## src/rtl/wavetable_pkg.sv

```systemverilog
// Shared definitions for the wavetable voice engine family: default sizes,
// sweep FSM state codes and the midscale helper.
package wavetable_pkg;

    localparam int DEF_NUM_VOICES = 4;
    localparam int DEF_PHASE_W    = 24;
    localparam int DEF_TABLE_AW   = 3;
    localparam int DEF_SAMPLE_W   = 8;
    localparam int DEF_FRAC_W     = 5;

    // Sweep FSM state codes
    typedef logic [2:0] wt_state_t;
    localparam wt_state_t ST_IDLE   = 3'd0;
    localparam wt_state_t ST_RD_A   = 3'd1;
    localparam wt_state_t ST_RD_B   = 3'd2;
    localparam wt_state_t ST_INTERP = 3'd3;
    localparam wt_state_t ST_DONE   = 3'd4;

    // Midscale value of an unsigned sample of the given width
    function automatic int midscale(input int sample_w);
        return 1 << (sample_w - 1);
    endfunction

endpackage

```

## src/rtl/wavetable_voice_engine_interp.sv

```systemverilog
// Linear interpolator between two adjacent table samples:
// out = A + floor((B-A)*frac / 2^FRAC_W), clamped to the unsigned sample range.
module wt_interp #(
    parameter int SAMPLE_W = 8,
    parameter int FRAC_W   = 5
) (
    input  logic [SAMPLE_W-1:0] a,
    input  logic [SAMPLE_W-1:0] b,
    input  logic [FRAC_W-1:0]   frac,
    output logic [SAMPLE_W-1:0] sample
);

    localparam int DW = SAMPLE_W + 1;
    localparam int PW = DW + FRAC_W + 1;
    localparam logic signed [PW:0] MAX_S = (PW+1)'((1 << SAMPLE_W) - 1);

    logic signed [DW-1:0] delta;
    logic signed [PW-1:0] delta_x;
    logic signed [PW-1:0] frac_x;
    logic signed [PW-1:0] prod;
    logic signed [PW-1:0] scaled;
    logic signed [PW:0]   sum;

    // Signed delta times fraction, arithmetic shift floors toward -inf, then clamp
    always_comb begin
        delta   = $signed({1'b0, b}) - $signed({1'b0, a});
        delta_x = PW'(delta);
        frac_x  = PW'($signed({1'b0, frac}));
        prod    = delta_x * frac_x;
        scaled  = prod >>> FRAC_W;
        sum     = (PW+1)'(scaled) + (PW+1)'($signed({1'b0, a}));
        if (sum[PW]) begin
            sample = '0;
        end else if (sum > MAX_S) begin
            sample = '1;
        end else begin
            sample = sum[SAMPLE_W-1:0];
        end
    end

endmodule

```

## src/rtl/wavetable_voice_engine.sv

```systemverilog
// Time-multiplexed wavetable oscillator: on each sample tick all voices are
// swept through one shared interpolator, then a scaled mix is published.
module wavetable_voice_engine
    import wavetable_pkg::*;
#(
    parameter int NUM_VOICES = DEF_NUM_VOICES,
    parameter int PHASE_W    = DEF_PHASE_W,
    parameter int TABLE_AW   = DEF_TABLE_AW,
    parameter int SAMPLE_W   = DEF_SAMPLE_W,
    parameter int FRAC_W     = DEF_FRAC_W,
    localparam int VS_W      = $clog2(NUM_VOICES)
) (
    input  logic                  clk,
    input  logic                  rst_n,
    input  logic                  sample_tick,
    input  logic [NUM_VOICES-1:0] voice_en,
    input  logic [NUM_VOICES-1:0] stream_mode,
    input  logic [NUM_VOICES-1:0] phase_clr,
    input  logic                  freq_we,
    input  logic [VS_W-1:0]       freq_sel,
    input  logic [PHASE_W-1:0]    freq_data,
    input  logic                  tbl_we,
    input  logic [VS_W-1:0]       tbl_voice,
    input  logic [TABLE_AW-1:0]   tbl_addr,
    input  logic [SAMPLE_W-1:0]   tbl_data,
    output logic                  voice_valid,
    output logic [VS_W-1:0]       voice_idx,
    output logic [SAMPLE_W-1:0]   voice_out,
    output logic                  mix_valid,
    output logic [SAMPLE_W-1:0]   mix_out,
    output logic                  busy,
    output logic                  overrun,
    input  logic                  overrun_clr
);

    localparam int RAM_AW    = VS_W + TABLE_AW;
    localparam int RAM_DEPTH = 1 << RAM_AW;
    localparam int ACC_W     = SAMPLE_W + VS_W;
    localparam logic [SAMPLE_W-1:0] MID = SAMPLE_W'(midscale(SAMPLE_W));

    wt_state_t            state_reg;
    logic [VS_W-1:0]      v_reg;
    logic [ACC_W-1:0]     acc_reg;
    logic [SAMPLE_W-1:0]  mix_out_reg;
    logic                 overrun_reg;
    logic [SAMPLE_W-1:0]  a_reg;
    logic [SAMPLE_W-1:0]  ram_q_reg;
    logic [SAMPLE_W-1:0]  ram [RAM_DEPTH];
    logic [PHASE_W-1:0]   phase_reg [NUM_VOICES];
    logic [PHASE_W-1:0]   freq_reg  [NUM_VOICES];

    logic [TABLE_AW-1:0]  idx;
    logic [TABLE_AW-1:0]  idx_next;
    logic [FRAC_W-1:0]    frac;
    logic [RAM_AW-1:0]    rd_addr;
    logic [SAMPLE_W-1:0]  interp_sample;
    logic [SAMPLE_W-1:0]  voice_sample;
    logic [ACC_W-1:0]     acc_sum;
    logic                 last_voice;

    // Table position of the voice currently being swept and the read address
    always_comb begin
        idx        = phase_reg[v_reg][PHASE_W-1 -: TABLE_AW];
        frac       = phase_reg[v_reg][PHASE_W-1-TABLE_AW -: FRAC_W];
        idx_next   = idx + TABLE_AW'(1);
        last_voice = (v_reg == VS_W'(NUM_VOICES - 1));
        rd_addr    = {v_reg, idx};
        if (state_reg == ST_RD_A && stream_mode[v_reg]) begin
            rd_addr = {v_reg, {TABLE_AW{1'b0}}};
        end else if (state_reg == ST_RD_B) begin
            rd_addr = {v_reg, idx_next};
        end
    end

    wt_interp #(
        .SAMPLE_W (SAMPLE_W),
        .FRAC_W   (FRAC_W)
    ) u_interp (
        .a      (a_reg),
        .b      (ram_q_reg),
        .frac   (frac),
        .sample (interp_sample)
    );

    // Per-voice sample selection: disabled -> midscale, stream -> table[v][0]
    always_comb begin
        if (!voice_en[v_reg]) begin
            voice_sample = MID;
        end else if (stream_mode[v_reg]) begin
            voice_sample = a_reg;
        end else begin
            voice_sample = interp_sample;
        end
        acc_sum = acc_reg + ACC_W'(voice_sample);
    end

    // Wavetable RAM: single write port, registered read returning old data on collision
    always_ff @(posedge clk or negedge rst_n) begin
        if (!rst_n) begin
            for (int i = 0; i < RAM_DEPTH; i++) begin
                ram[i] <= '0;
            end
            ram_q_reg <= '0;
        end else begin
            if (tbl_we) begin
                ram[{tbl_voice, tbl_addr}] <= tbl_data;
            end
            ram_q_reg <= ram[rd_addr];
        end
    end

    // Per-voice frequency and phase registers
    generate
        for (genvar gi = 0; gi < NUM_VOICES; gi++) begin : g_voice
            // Frequency word write
            always_ff @(posedge clk or negedge rst_n) begin
                if (!rst_n) begin
                    freq_reg[gi] <= '0;
                end else if (freq_we && freq_sel == VS_W'(gi)) begin
                    freq_reg[gi] <= freq_data;
                end
            end

            // Phase advance after this voice's interpolation; clear has priority
            always_ff @(posedge clk or negedge rst_n) begin
                if (!rst_n) begin
                    phase_reg[gi] <= '0;
                end else if (phase_clr[gi]) begin
                    phase_reg[gi] <= '0;
                end else if (state_reg == ST_INTERP && v_reg == VS_W'(gi) &&
                             voice_en[gi] && !stream_mode[gi]) begin
                    phase_reg[gi] <= phase_reg[gi] + freq_reg[gi];
                end
            end
        end
    endgenerate

    // Sweep FSM: read A, read B, interpolate per voice, then publish the mix
    always_ff @(posedge clk or negedge rst_n) begin
        if (!rst_n) begin
            state_reg   <= ST_IDLE;
            v_reg       <= '0;
            acc_reg     <= '0;
            mix_out_reg <= '0;
            a_reg       <= '0;
        end else begin
            case (state_reg)
                ST_IDLE, ST_DONE: begin
                    if (sample_tick) begin
                        state_reg <= ST_RD_A;
                        v_reg     <= '0;
                        acc_reg   <= '0;
                    end else begin
                        state_reg <= ST_IDLE;
                    end
                end
                ST_RD_A: begin
                    state_reg <= ST_RD_B;
                end
                ST_RD_B: begin
                    a_reg     <= ram_q_reg;
                    state_reg <= ST_INTERP;
                end
                ST_INTERP: begin
                    acc_reg <= acc_sum;
                    if (last_voice) begin
                        mix_out_reg <= acc_sum[ACC_W-1:VS_W];
                        state_reg   <= ST_DONE;
                    end else begin
                        v_reg     <= v_reg + VS_W'(1);
                        state_reg <= ST_RD_A;
                    end
                end
                default: begin
                    state_reg <= ST_IDLE;
                end
            endcase
        end
    end

    // Sticky overrun flag: a tick during a sweep sets it, and set beats clear
    always_ff @(posedge clk or negedge rst_n) begin
        if (!rst_n) begin
            overrun_reg <= 1'b0;
        end else if (sample_tick && busy) begin
            overrun_reg <= 1'b1;
        end else if (overrun_clr) begin
            overrun_reg <= 1'b0;
        end
    end

    // Output decode
    always_comb begin
        busy        = (state_reg == ST_RD_A) || (state_reg == ST_RD_B) ||
                      (state_reg == ST_INTERP);
        voice_valid = (state_reg == ST_INTERP);
        voice_idx   = v_reg;
        voice_out   = voice_valid ? voice_sample : '0;
        mix_valid   = (state_reg == ST_DONE);
        mix_out     = mix_out_reg;
        overrun     = overrun_reg;
    end

endmodule
```

## config.mk

```make
export PLATFORM = sky130hd
export DESIGN_NAME = wavetable_voice_engine
export DESIGN_NICKNAME = d
export VERILOG_FILES = /design/src/rtl/wavetable_pkg.sv /design/src/rtl/wavetable_voice_engine_interp.sv /design/src/rtl/wavetable_voice_engine.sv
export SDC_FILE = /design/constraint.sdc
export NUM_CORES = 1
export LEC_CHECK = 0
export ABC_CLOCK_PERIOD_IN_PS = 18200
export BUFFER_PORTS_ARGS = -buffer_cell sky130_fd_sc_hd__buf_2
export CORE_MARGIN = 8
export CORE_UTILIZATION = 33
export DETAILED_ROUTE_END_ITERATION = 8
export GPL_TIMING_DRIVEN = 0
export PLACE_DENSITY = 0.53
export SLEW_MARGIN = 20
export SYNTH_ARGS = -nofsm -noshare
export SYNTH_HDL_FRONTEND = slang
export SYNTH_SLANG_ARGS = --single-unit
export TNS_END_PERCENT = 100
```

## constraint.sdc

```tcl
create_clock -name clk -period 18.2 [get_ports clk]
set_input_delay 1.82 -clock clk [delete_from_list [all_inputs] [get_ports clk]]
set_output_delay 1.82 -clock clk [all_outputs]
set_load 0.02 [all_outputs]
```

==> metrics.md, run 1 <==
| Metric | Value |
|---|---|
| Minimum clock period | `11.02 ns` |
| Number of library cell types mapped by synthesis | `79` |
| Fin crit share | `60.6%` |
| 1st-iter DRT viols | `1170` |
| Worst slew pin tran | `1.12 ns` |
| GRT overflow | `0` |
| Syn Area/Cell | `11.6 um^2` |
| Synthesized net count | `2621` |
| Synth Register Bits | `488` |
| Crit path DAT | `roughly 9 ns` |
| Clk slew on worst S/H paths | `around 0.06 ns` |
| Via count | `19.0k` |
| Worst setup EP type | `output port` |
| Internal | `3.16 mW` |
| TNS Setup | `0 ns` |
| WHS | `~0.48 ns` |
| Worst hold path class | `register to register` |
| Wire per inst | `between 15 and 20 um` |
| P per Cell Area | `approximately 170 nW/um^2` |
| RSZ-0062 raised after global routing | `false` |
| Post-synth EDFFs | `0` |
| CTS buffer count | `58` |
| Sink Count | `488` |
| Die H | `305 um` |
| Setup Viol. Count Final | `0` |
| Crit-path max FO | `7` |
| FFs w/ async S/R, synth | `100%` |
| Ports | `just under 80` |
| Flop pwr share | `26.5%` |
| Switch share | `about two fifths` |
| Clock Skews | `0.0665 ns` |
| LEAKAGE | `14.4 nW` |
| Dpl hpwl | `about 53000 um` |
| CTS root buffer | `clkbuf_16` |
| First-pass detailed-route iteration total | `7` |
| Filler cell count | `8047` |
| PortBufs | `73` |
| Status | `completed` |
| Final Net Count | `around 2.8k` |
| Clk_lat worst skew | `0.65 ns` |
| WP data required | `16.38 ns` |
| Post-Syn Area | `between 20000 and 30000 um^2` |
| Synth warnings | `0` |
| Worst R2R Setup Slack | `8.13 ns` |
| Largest net degree at the start of global routing | `106` |
| Post-CTS Hold Fix Bufs | `0` |
| Most common cell after layout, fill and taps aside | `dfrtp_1` |
| Postcts setup bufs | `0` |
| Die area | `between 90000 and 100000 um^2` |
| Cells after Synth | `around 2.4k` |
| Register area share after synthesis | `44.3%` |
| Startpoint types | `register` |
| Slew headroom | `25.2%` |
| Gr usage total | `15.4%` |
| Fraction of layout cells with a size suffix above 1 | `25.8%` |
| Antenna viol nets, final | `0` |
| Max Fclk | `90.7 MHz` |
| Max_cap viols | `0` |
| GPL Wtd Cong | `0.837` |
| Largest register FFs | `around 260` |
| Commonest non-fill, non-tap cells in the layout | `dfrtp_1, mux2_2, nand2_1, a21oi_1, ha_1` |
| Total core area | `83200 um^2` |
| DRC | `0` |
| Initial antenna violation count | `2` |
| Via density | `5.20` |
| Resized cells post-CTS | `0` |
| WS Path Type | `register to output port` |
| Die width | `305 um` |
| Clk pwr share | `23.1%` |
| Slowest CP cell | `a2111oi_0` |
| CTS tree | `built` |
| Slowest cell delay on critical path | `roughly 0.79 ns` |
| Final slew viol count | `0` |
| Layout area overhead | `14.2%` |
| H-tree Lvls | `2` |
| Final hold vios | `0` |
| Final wirelength | `72500 um` |
| Initial Util | `around a third` |
| Site Rows | `106` |
| VDD IR-drop max | `0.000163 V` |
| Sw Pwr | `2.11 mW` |
| Ys flop type | `dfrtp_1` |
| First-pass GRT wire length | `~110000 um` |
| Combinational share of power | `50.4%` |
| Max Root-Sink Buffers | `3` |
| Vias in the first global route | `20.0k` |
## worst max-delay path, delay by kind of cell, from the launching register on
kind | cells | cell delay, ns
buffers and inverters | 4 | 0.50
xor gates and xnor gates | 2 | 0.46
and+or+nand+nor | 13 | 1.67
adders and majority gates | 6 | 2.53
DFF | 1 | 0.47
AOI/OAI and AO/OA | 11 | 2.98
## kinds of logic after synthesis
logic type / synth area share (%)
fa+ha+maj: 9.01
simple gates: 9.30
flops: 44.3
buf+inv: 2.46
xor+xnor: 3.51
mux: 22.1
compound gates: 9.32
## path summary, 6_finish.rpt
kind / from / end / cells after the start
max: a_reg[1] / voice_out[5] / 36
min: mix_out[1] / mix_out[1] / 2
max reg2reg: a_reg[1] / acc_reg[8] / 44
min reg2reg: mix_out[1] / mix_out[1] / 2
max in group asynchronous: rst_n / ram[97] / 3
min in group asynchronous: rst_n / freq_reg[79] / 1
## metrics by stage
step	utilization [%]	cell area [um^2]	instances	setup slack [ns]	power, mW
final	37.8	31500	3652	7.18	5.27
after global routing	37.8	31500	3651	6.42	5.66
after global placement	35.2	29300	3539	5.34	3.99
after CTS	37.8	31500	3651	7.00	5.30
after detailed placement	35.4	29500	3545	7.68	4.06
after floorplan	-	27600	2386	8.94	3.42
## layout make-up
type,count,area [um^2],share of cell area (%)
multi-input combinational,1725,14700,46.7
sequential,488,12200,38.8
inverter,74,278,0.883
buffer,99,400,1.27
antenna,1,2.50,0.00795
clock buffer,83,1690,5.36
timing repair buffer,79,520,1.65
clock inverter,23,329,1.05
tap,1080,1350,4.29
## synthesized netlist by cell type, types with 3 or more instances
| cell type | count | share of area [%] |
|---|---|---|
| o21ai_0 | 56 | 1.0 |
| a211o_1 | 5 | 0.16 |
| a22o_1 | 4 | 0.13 |
| clkbuf_1 | 83 | 1.1 |
| nor3b_1 | 12 | 0.33 |
| or2_2 | 10 | 0.23 |
| mux2_2 | 360 | 15 |
| a211oi_1 | 18 | 0.49 |
| a21o_1 | 54 | 1.5 |
| and3_1 | 11 | 0.25 |
| buf_4 | 3 | 0.082 |
| inv_1 | 71 | 0.97 |
| nor2_1 | 134 | 1.8 |
| nand2b_1 | 13 | 0.30 |
| nor2b_1 | 17 | 0.39 |
| o21bai_1 | 15 | 0.41 |
| and2_1 | 6 | 0.14 |
| nor3_1 | 22 | 0.40 |
| buf_1 | 4 | 0.054 |
| or3_1 | 16 | 0.36 |
| xor2_1 | 32 | 1.0 |
| o21a_1 | 17 | 0.46 |
| o31a_1 | 5 | 0.16 |
| o21ai_1 | 11 | 0.20 |
| buf_2 | 8 | 0.15 |
| o31ai_1 | 5 | 0.14 |
| nand2_1 | 271 | 3.7 |
| mux2i_1 | 12 | 0.44 |
| a21oi_1 | 173 | 3.1 |
| mux4_2 | 85 | 6.9 |
| o211ai_1 | 10 | 0.27 |
| fa_1 | 34 | 2.5 |
| dfrtp_1 | 488 | 44 |
| ha_1 | 144 | 6.5 |
| a31oi_1 | 10 | 0.23 |
| nand3_1 | 29 | 0.53 |
| xnor2_1 | 74 | 2.4 |
| nand3b_1 | 13 | 0.35 |
## power groups by stage
stage / Combinational [mW] / Sequential [mW] / Clock (mW)
after global routing: 2.94 / 1.42 / 1.29
after global placement: 2.59 / 1.40 / 0
after floorplan: 2.04 / 1.39 / 0
after CTS: 2.66 / 1.40 / 1.25
final: 2.66 / 1.40 / 1.21
after detailed placement: 2.65 / 1.42 / 0
## metal layers
| layer | up-vias | GRT usage [%] | part of all wire, % |
|---|---|---|---|
| met1 | 9732 | 21.4 | 47 |
| met3 | 100 | 2.63 | 4.5 |
| met4 | 0 | 4.12 | 2.3 |
| met5 | - | 0 | 0 |
| li1 | 8821 | - | - |
| met2 | 327 | 24.8 | 46 |
Note: power is estimated with default switching activity, not from simulation.
==> run 2, diff against run 1 <==
--- a/config.mk
+++ b/config.mk
@@ -5,13 +5,14 @@
 export SDC_FILE = /design/constraint.sdc
 export NUM_CORES = 1
 export LEC_CHECK = 0
-export ABC_CLOCK_PERIOD_IN_PS = 18200
+export ABC_AREA = 1
+export ABC_CLOCK_PERIOD_IN_PS = 9200
 export BUFFER_PORTS_ARGS = -buffer_cell sky130_fd_sc_hd__buf_2
 export CORE_MARGIN = 8
 export CORE_UTILIZATION = 33
 export DETAILED_ROUTE_END_ITERATION = 8
 export GPL_TIMING_DRIVEN = 0
-export PLACE_DENSITY = 0.53
+export PLACE_DENSITY = 0.54
 export SLEW_MARGIN = 20
 export SYNTH_ARGS = -nofsm -noshare
 export SYNTH_HDL_FRONTEND = slang
==> constraint.sdc (replaced) <==
create_clock -name clk -period 9.2 [get_ports clk]
set_input_delay 0.92 -clock clk [delete_from_list [all_inputs] [get_ports clk]]
set_output_delay 0.92 -clock clk [all_outputs]
set_load 0.02 [all_outputs]
==> metrics.md, run 2 <==
| Metric | Value |
|---|---|
| Die width | `302 um (was 305 um)` |
| TNS Setup | `0 ns (unchanged)` |
| Worst hold path class | `input port to async pin (was register to register)` |
| Worst slew pin tran | `0.870 ns (was 1.12 ns)` |
| Minimum clock period | `8.62 ns` |
| Layout area overhead | `14.5% (was 14.2%)` |
| Dpl hpwl | `61700 um (was 53300 um)` |
| GRT overflow | `0 (unchanged)` |
| Most common cell after layout, fill and taps aside | `nand2_1 (was dfrtp_1)` |
| Initial antenna violation count | `5 (was 2)` |
| Startpoint types | `register (unchanged)` |
| P per Cell Area | `354 nW/um^2 (was 167 nW/um^2)` |
| Max Root-Sink Buffers | `3 (unchanged)` |
| Post-Syn Area | `27100 um^2 (was 27600 um^2)` |
| PortBufs | `78 (was 73)` |
| H-tree Lvls | `2 (unchanged)` |
| Crit path DAT | `7.70 ns (was 9.20 ns)` |
| WS Path Type | `register to output port (unchanged)` |
| Largest register FFs | `256 (unchanged)` |
| Fraction of layout cells with a size suffix above 1 | `7.15% (was 25.8%)` |
| Area fraction of the dominant cell type after synthesis | `45.1% (was 44.3%)` |
| Top cell by count, worst path | `nand2_1` |
| Final slew viol count | `0 (unchanged)` |
| Clock Skews | `0.0137 ns (was 0.0665 ns)` |
| Die area | `91500 um^2 (was 93000 um^2)` |
| CTS buffer count | `57 (was 58)` |
| Sink Count | `488 (unchanged)` |
| Cells after Synth | `3434 (was 2386)` |
| Pre-CTS setup slack | `0.646 ns (was 7.68 ns)` |
| Area leader, netlist | `dfrtp_1 (unchanged)` |
| Fin crit share | `93.7%` |
| Post-synth EDFFs | `0 (unchanged)` |
| Ports | `79 (unchanged)` |
| DRC | `0 (unchanged)` |
| LEAKAGE | `14.7 nW (was 14.4 nW)` |
| Total core area | `81700 um^2 (was 83200 um^2)` |
| Synth top area cells | `dfrtp_1, nand2_1, o21ai_0 (was dfrtp_1, mux2_2, mux4_2)` |
| FFs w/ async S/R, synth | `100% (unchanged)` |
| Slowest cell delay on critical path | `0.53 ns (was 0.79 ns)` |
| Dpl cell area | `29000 um^2 (was 29500 um^2)` |
| Commonest non-fill, non-tap cells in the layout | `nand2_1, dfrtp_1, o21ai_0, a21oi_1, inv_1 (was dfrtp_1, mux2_2, nand2_1, a21oi_1, ha_1)` |
| Via count | `23.4k (was 19.0k)` |
| Final Cell Area | `31000 um^2 (was 31500 um^2)` |
| CTS tree | `built (unchanged)` |
| Final hold vios | `0 (unchanged)` |
| Ys flop type | `dfrtp_1 (unchanged)` |
| GPL Wtd Cong | `0.930 (was 0.837)` |
| Clk slew on worst S/H paths | `0.07 ns (was 0.06 ns)` |
| Max Fclk | `around 120 MHz` |
| Most frequent cell after synthesis | `nand2_1 (was dfrtp_1)` |
| Register area share after synthesis | `45.1% (was 44.3%)` |
| Synth warnings | `0 (unchanged)` |
| Wire per inst | `17.9 um (was 19.9 um)` |
| Vias in the first global route | `22.8k (was 20.0k)` |
| RSZ-0062 raised after global routing | `false (unchanged)` |
| Setup Viol. Count Final | `0 (unchanged)` |
| WP data required | `8.28 ns (was 16.38 ns)` |
| Synthesized net count | `3669 (was 2621)` |
| Number of library cell types mapped by synthesis | `46 (was 79)` |
| Antenna viol nets, final | `0 (unchanged)` |
| Slowest CP cell | `fa_1 (was a2111oi_0)` |
| Syn Area/Cell | `7.89 um^2 (was 11.6 um^2)` |
| Die H | `302 um (was 305 um)` |
| Post-CTS Hold Fix Bufs | `0 (unchanged)` |
| 1st-iter DRT viols | `2076 (was 1170)` |
| Status | `completed (unchanged)` |
| Worst setup EP type | `output port (unchanged)` |
| Gr usage total | `18.3% (was 15.4%)` |
| Synth Register Bits | `488 (unchanged)` |
| Postcts setup bufs | `0 (unchanged)` |
| Most frequent cells after synthesis | `nand2_1, dfrtp_1, o21ai_0, a21oi_1, inv_1 (was dfrtp_1, mux2_2, nand2_1, a21oi_1, ha_1)` |
| CTS root buffer | `clkbuf_16 (unchanged)` |
| Clk_lat worst skew | `0.62 ns (was 0.65 ns)` |
| Worst Slack Setup Final | `0.583 ns (was 7.18 ns)` |
| Initial Util | `33.1% (about the same)` |
| VDD IR-drop max | `0.000283 V (was 0.000163 V)` |
| Slew headroom | `42.0% (was 25.2%)` |
| Max_cap viols | `0 (unchanged)` |
| Largest net degree at the start of global routing | `94 (was 106)` |
| Crit-path max FO | `6 (was 7)` |
| Site Rows | `105 (was 106)` |
| Via density | `4.99 (was 5.20)` |
| First-pass GRT wire length | `133000 um (was 115000 um)` |
| First-pass detailed-route iteration total | `5 (was 7)` |
| Final Net Count | `3815 (was 2760)` |
| Final wirelength | `84200 um (was 72500 um)` |
run 2: cell count changes after synthesis, moves of 66 or more:
cell	delta
a21oi_1	+122
inv_1	+184
mux2_2	-360
mux4_2	-85
nand2_1	+779
nor2_1	+81
o21ai_0	+415
xnor2_1	-66
run 2: per-layer routing:
metal / share of wire, % / up-vias / wire length (um) / track usage, %
li1: - / 11636 / - / -
met1: 45 / 11178 / 38300 / 25.0
met2: 47 / 521 / 39400 / 30.5
met3: 5.5 / 99 / 4640 / 2.82
met4: 2.2 / 0 / 1840 / 4.39
met5: 0 / - / 0 / 0
run 2: timing repair:
action / 4_1_cts / 5_1_grt
setup endpoints to repair: 0 / 20
gates resized for setup: 0 / 14
endpoints found under the hold margin: 0 / 0
run 2: layout make-up:
type | count | area [um^2]
fillers | 8522 | 50700
clock inverters | 18 | 278
multi-input cells | 2534 | 13300
inverters | 260 | 978
diodes | 1 | 2.50
plain buffers | 152 | 639
well taps | 1070 | 1340
clock buffers | 83 | 1650
repair buffers | 87 | 568
flip-flops and latches | 488 | 12200
run 2: worst max-delay path, delay by kind of cell (launching register included):
| kind | cells | cell delay (ns) |
|---|---|---|
| fa+ha+maj | 6 | 2.46 |
| compound gates | 11 | 1.89 |
| simple gates | 12 | 1.25 |
| buf+inv | 5 | 0.60 |
| flops | 1 | 0.45 |
| xor+xnor | 2 | 0.43 |
run 2: cells by family (layout without fill, tap and decap cells):
family,count (synthesis),in the layout,share of synthesized area [%]
xor gates and xnor gates,42,42,1.36
buffers and inverters,412,600,5.97
other,0,1,0
DFF,488,488,45.1
adders and majority gates,178,178,9.17
and+or+nand+nor,1420,1420,20.8
AOI/OAI and AO/OA,894,894,17.6
run 2: worst paths after layout:
check	slack, ns	startpoint	cells after the start	to
worst max register to register	0.94	a_reg[1]	47	mix_out[7]
worst min register to register	0.47	mix_out[6]	2	mix_out[6]
worst max-delay path	0.58	a_reg[1]	36	voice_out[5]
min in group clk	0.47	mix_out[6]	2	mix_out[6]
max in group asynchronous	7.57	rst_n	3	ram[91]
worst min-delay path	0.23	rst_n	1	phase_reg[76]
run 2: through the flow:
step           hold WS, ns  power (mW)  util, %  instances
2_1_floorplan        0.446        6.92        -       3434
3_3_place_gp         0.459        8.51     35.3       4582
5_1_grt              0.263        11.9     37.9       4693
6_report             0.231        11.0     37.9       4693
4_1_cts              0.238        11.0     37.9       4692
3_5_place_dp         0.465        8.54     35.5       4591
run 2: power by group:
group	switching, mW	total (mW)	internal [mW]
registers	0.248	2.77	2.52
logic	3.86	5.82	1.96
clock network	0.957	2.37	1.41
